==> src/rtl/wb_pkg.sv <==
// Shared bus widths and FSM state type for the Wishbone classic initiator.
package wb_pkg;

    localparam int WB_AW   = 32;
    localparam int WB_DW   = 32;
    localparam int WB_SELW = 4;

    typedef enum logic [1:0] {
        ST_IDLE = 2'd0,
        ST_BUS  = 2'd1,
        ST_RESP = 2'd2
    } wb_state_t;

endpackage

==> src/rtl/wb_initiator.sv <==
// Wishbone classic initiator: one outstanding transfer per request, bounded
// by a saturating timeout counter that terminates the cycle with an error.
module wb_initiator
    import wb_pkg::*;
#(
    parameter int unsigned TIMEOUT = 255
) (
    input  logic                 clk,
    input  logic                 rst_n,

    // Both request and response sides use valid/ready: a transfer happens on
    // the rising edge where valid and ready are both 1; the source holds its
    // payload stable while valid is 1 and ready is 0.
    input  logic                 req_valid,
    output logic                 req_ready,
    input  logic                 req_we,
    input  logic [WB_AW-1:0]     req_addr,
    input  logic [WB_DW-1:0]     req_wdata,
    input  logic [WB_SELW-1:0]   req_sel,

    output logic                 rsp_valid,
    input  logic                 rsp_ready,
    output logic [WB_DW-1:0]     rsp_rdata,
    output logic                 rsp_err,

    output logic [WB_AW-1:0]     wb_addr,
    output logic [WB_DW-1:0]     wb_wdata,
    output logic [WB_SELW-1:0]   wb_sel,
    output logic                 wb_we,
    output logic                 wb_cyc,
    output logic                 wb_stb,
    input  logic [WB_DW-1:0]     wb_rdata,
    input  logic                 wb_ack,

    output logic [1:0]           dbg_state
);

    localparam int unsigned CNT_W = $clog2(TIMEOUT + 1);
    // The cycle ending with the counter at CNT_LAST is BUS cycle number TIMEOUT.
    localparam logic [CNT_W-1:0] CNT_LAST = CNT_W'(TIMEOUT - 1);
    localparam logic [CNT_W-1:0] CNT_MAX  = CNT_W'(TIMEOUT);

    wb_state_t        state;
    wb_state_t        state_next;
    logic [CNT_W-1:0] cnt;
    logic             accept;
    logic             ack_done;
    logic             to_done;

    always_ff @(posedge clk or negedge rst_n) begin
        if (!rst_n) begin
            state <= ST_IDLE;
        end else begin
            state <= state_next;
        end
    end

    always_comb begin
        state_next = state;
        accept     = 1'b0;
        ack_done   = 1'b0;
        to_done    = 1'b0;
        unique case (state)
            ST_IDLE: begin
                if (req_valid) begin
                    accept     = 1'b1;
                    state_next = ST_BUS;
                end
            end
            ST_BUS: begin
                // An ack on the final allowed cycle still completes normally.
                if (wb_ack) begin
                    ack_done   = 1'b1;
                    state_next = ST_RESP;
                end else if (cnt == CNT_LAST) begin
                    to_done    = 1'b1;
                    state_next = ST_RESP;
                end
            end
            ST_RESP: begin
                if (rsp_ready) begin
                    state_next = ST_IDLE;
                end
            end
            default: state_next = ST_IDLE;
        endcase
    end

    always_ff @(posedge clk or negedge rst_n) begin
        if (!rst_n) begin
            cnt <= '0;
        end else if (state != ST_BUS) begin
            cnt <= '0;
        end else if (cnt != CNT_MAX) begin
            cnt <= cnt + 1'b1;
        end
    end

    always_ff @(posedge clk or negedge rst_n) begin
        if (!rst_n) begin
            wb_addr   <= '0;
            wb_wdata  <= '0;
            wb_sel    <= '0;
            wb_we     <= 1'b0;
            wb_cyc    <= 1'b0;
            wb_stb    <= 1'b0;
            rsp_rdata <= '0;
            rsp_err   <= 1'b0;
        end else begin
            if (accept) begin
                wb_addr  <= req_addr;
                wb_wdata <= req_wdata;
                wb_sel   <= req_sel;
                wb_we    <= req_we;
                wb_cyc   <= 1'b1;
                wb_stb   <= 1'b1;
            end
            if (ack_done) begin
                rsp_rdata <= wb_we ? '0 : wb_rdata;
                rsp_err   <= 1'b0;
                wb_cyc    <= 1'b0;
                wb_stb    <= 1'b0;
            end else if (to_done) begin
                rsp_rdata <= '0;
                rsp_err   <= 1'b1;
                wb_cyc    <= 1'b0;
                wb_stb    <= 1'b0;
            end
        end
    end

    assign req_ready = (state == ST_IDLE);
    assign rsp_valid = (state == ST_RESP);
    assign dbg_state = state;

endmodule

==> config.mk <==
export PLATFORM = sky130hd
export DESIGN_NAME = wb_initiator
export DESIGN_NICKNAME = d
export VERILOG_FILES = /design/src/rtl/wb_pkg.sv /design/src/rtl/wb_initiator.sv
export SDC_FILE = /design/constraint.sdc
export NUM_CORES = 1
export LEC_CHECK = 0
export ABC_CLOCK_PERIOD_IN_PS = 1900
export BUFFER_PORTS_ARGS = -buffer_cell sky130_fd_sc_hd__buf_2
export CORE_MARGIN = 3
export CORE_UTILIZATION = 35
export CTS_CLUSTER_SIZE = 24
export DETAILED_ROUTE_END_ITERATION = 10
export MAX_ROUTING_LAYER = met4
export SETUP_SLACK_MARGIN = 0.05
export SLEW_MARGIN = 15
export SYNTH_ARGS = -nofsm -noshare
export SYNTH_HDL_FRONTEND = slang
export SYNTH_SLANG_ARGS = --single-unit
export TNS_END_PERCENT = 100
==> constraint.sdc <==
create_clock -name clk -period 1.9 [get_ports clk]
set_input_delay 0.095 -clock clk [delete_from_list [all_inputs] [get_ports clk]]
set_output_delay 0.095 -clock clk [all_outputs]
set_load 0.005 [all_outputs]
==> reports/metrics.csv <==
stage,metric,value,unit
status,status,finished clean,
drt,via_count,3913,
die,die_x,120,um
layout,insertedDiodeCount,0,
global_routing,antenna_found_initial,0,
drt,viasPerCell,4.75,
drt,drc,0,
drt,antenna_violating_nets_post_route,0,
cts,clk_root_buffer_cell,clkbuf_16,
cts,cts_buffers,17,
cts,cts_buffer_depth,2,
layout,n_fill_cell,976,
yosys,ys_ff_latch,113,
drt,drt_pass1_iterations,4,
critical_path,crit_chain,"nor2_1, and2_2, buf_4, mux2_1",
sta,fin_setup_tns,0,ns
sta,min_period,1.64,ns
sta,holdWs,0.128,ns
yosys,seq_area_frac_synth,61.9,%
yosys,async_reset_ff_share,100,%
sta,tightest_slew,0.562,ns
yosys,synthesis.area,4570,um2
sta,clock_skew,0.00738,ns
global_routing,grt_pass1_wl,21.5,mm
yosys,syn_nets,423,
critical_path,end_kind,flop,
sta,setup-violations-final,0,
yosys,syn_inst,315,
drt,wl_per_cell,15.9,um
global_routing,grt_pass1_vias,4107,
layout,multiInputGateArea,1610,um2
yosys,synth_edf_count,0,
power,ir_worst_vdd,557,uV
critical_path,path_class,flop to flop,
sta,slew_headroom,62.5,%
layout,most-common-layout-cells,"buf_2, dfrtp_1, dlygate4sd3_1, mux2_1",
sta,max_freq,608,MHz
layout,syn2layout_area_growth,63.2,%
global_routing,grt_start_max_net_pins,65,
critical_path,cpMaxStageDelayCell,dfrtp_1,
min_path,hold_class,input port to asynchronous set/reset pin,
die,core-area,12700,um2
cts,cts.sinks,113,
global_routing,grt_overflow,0,
sta,finalHoldViolCount,0,
critical_path,cp-start-kind,flop,
die,io-pin-count,214,
cts,cts_tree,yes,
die,die_h,120,um
critical_path,worst_ep_arrival_time,1.92,ns
die,dieArea,14500,um2
die,rows,41,
placement,dp_hpwl,8.29,mm
layout,ff_latch_area,2830,um2
layout,drive_gt1_share,39.3,%
yosys,yosysWarnings,0,
cts,htree_num_levels,4,
sta,rsz0062_at_grt,false,
yosys,ys.flop_type,dfrtp_1,
placement,numPortBuffers,213,
yosys,synth.distinct_cells,35,
drt,first_iter_violations,181,
die,start_util,36.1,%
placement,gp_congestion,0.784,
sta,final-max-slew-violation-count,0,
drt,wirelength,13.1,mm
flow_run,cap_violations,0,
layout,nets,748,
power,p_leak,3.47,nW
cts,clock_latency,0.41,ns
yosys,synth_area_per_cell,14.5,um2
critical_path,cp.required,2.18,ns
cts,path_clk_slew,0.05,ns
layout,mostFrequentLayoutCell,buf_2,
sta,period_share,86.5,%
global_routing,gr-usage-all-layers,19.3,%
critical_path,cp_slowest_stage_delay,0.41,ns
critical_path,path_max_fanout,16,
power,p_per_area,1480,nW/um2
-- stage by stage --
step	cell area [um2]	worst slack [ns]	std cells	power, W	util, %
CTS	7460	0.269	823	0.0111	58.9
detailed placement	5860	0.278	689	0.00792	46.3
global placement	5860	0.362	689	0.00778	46.3
finish	7460	0.256	823	0.0110	58.9
floorplan	4570	0.410	315	0.00606	-
global route	7460	0.138	823	0.0118	58.9
-- timing repair --
item                      4_1_cts  5_1_grt
hold endpoints to repair      185        0
hold buffers                  104        0
resized for setup               0        0
setup buffers                   0        0
-- registers in the layout (all words and copies together) (netlist names) --
name,count
wb_stb,1
dbg_state,2
rsp_err,1
wb_we,1
wb_addr,32
wb_sel,4
cnt,8
rsp_rdata,32
wb_wdata,32
-- cell type report --
| cell class | instances | share of cell area (%) |
|---|---|---|
| clock inverter | 6 | 0.738 |
| clock buffer | 24 | 6.73 |
| multi-input combinational | 178 | 21.6 |
| sequential | 113 | 37.9 |
| timing repair buffer | 327 | 30.0 |
| inverter | 3 | 0.151 |
| tap | 172 | 2.88 |
-- worst paths after layout --
path                              start      endpoint  slack, ns  depth (start not counted)
max                        dbg_state[0]  wb_wdata[23]       0.26                          4
min reg2reg                 wb_addr[11]   wb_addr[11]       0.47                          1
min in group clk              req_valid  dbg_state[0]       0.16                          3
max reg2reg                dbg_state[0]  wb_wdata[23]       0.26                          4
min                               rst_n    wb_addr[5]       0.13                          2
max in group asynchronous         rst_n  rsp_rdata[7]       1.07                          3
-- kinds of logic after synthesis --
family,synth area share [%]
buf+inv,3.01
fa+ha+maj,0.547
mux,17.0
simple gates,7.47
compound gates,10.1
flops,61.8
-- synth_stat cells, types with 2 or more instances --
cell	instances	area [um2]
mux2_1	68	766
o21ai_0	3	15.0
and2_1	33	206
o311a_1	2	20.0
buf_6	4	45.0
buf_2	11	55.1
nand3_1	2	10.0
nand4_1	2	12.5
nand2_1	4	15.0
nor3_1	4	20.0
a221o_1	32	320
dfrtp_1	113	2830
nor2b_1	2	12.5
a21oi_1	3	15.0
clkbuf_1	5	18.8
inv_1	3	11.3
ha_1	2	25.0
a31oi_1	5	31.3
-- routing by layer --
layer | vias to the layer above | wire length, um | GRT usage (%) | share of wire (%)
met3 | 20 | 1010 | 5.19 | 7.7
met2 | 174 | 6400 | 31.2 | 49
met1 | 1901 | 5450 | 23.1 | 42
li1 | 1818 | - | - | -
met4 | 0 | 238 | 7.93 | 1.8
met5 | - | 0 | - | 0
-- power by group --
group          switching (W)  total, W  internal (W)
combinational        0.00168   0.00385       0.00218
sequential          0.000651   0.00421       0.00355
clock                0.00101   0.00295       0.00194
-- critical path, delay by kind of cell (launching register included) --
| kind | cells | cell delay, ns |
|---|---|---|
| simple gates | 2 | 0.45 |
| mux | 1 | 0.36 |
| buf+inv | 1 | 0.29 |
| flops | 1 | 0.41 |
Power figures use the tool's default switching activity.
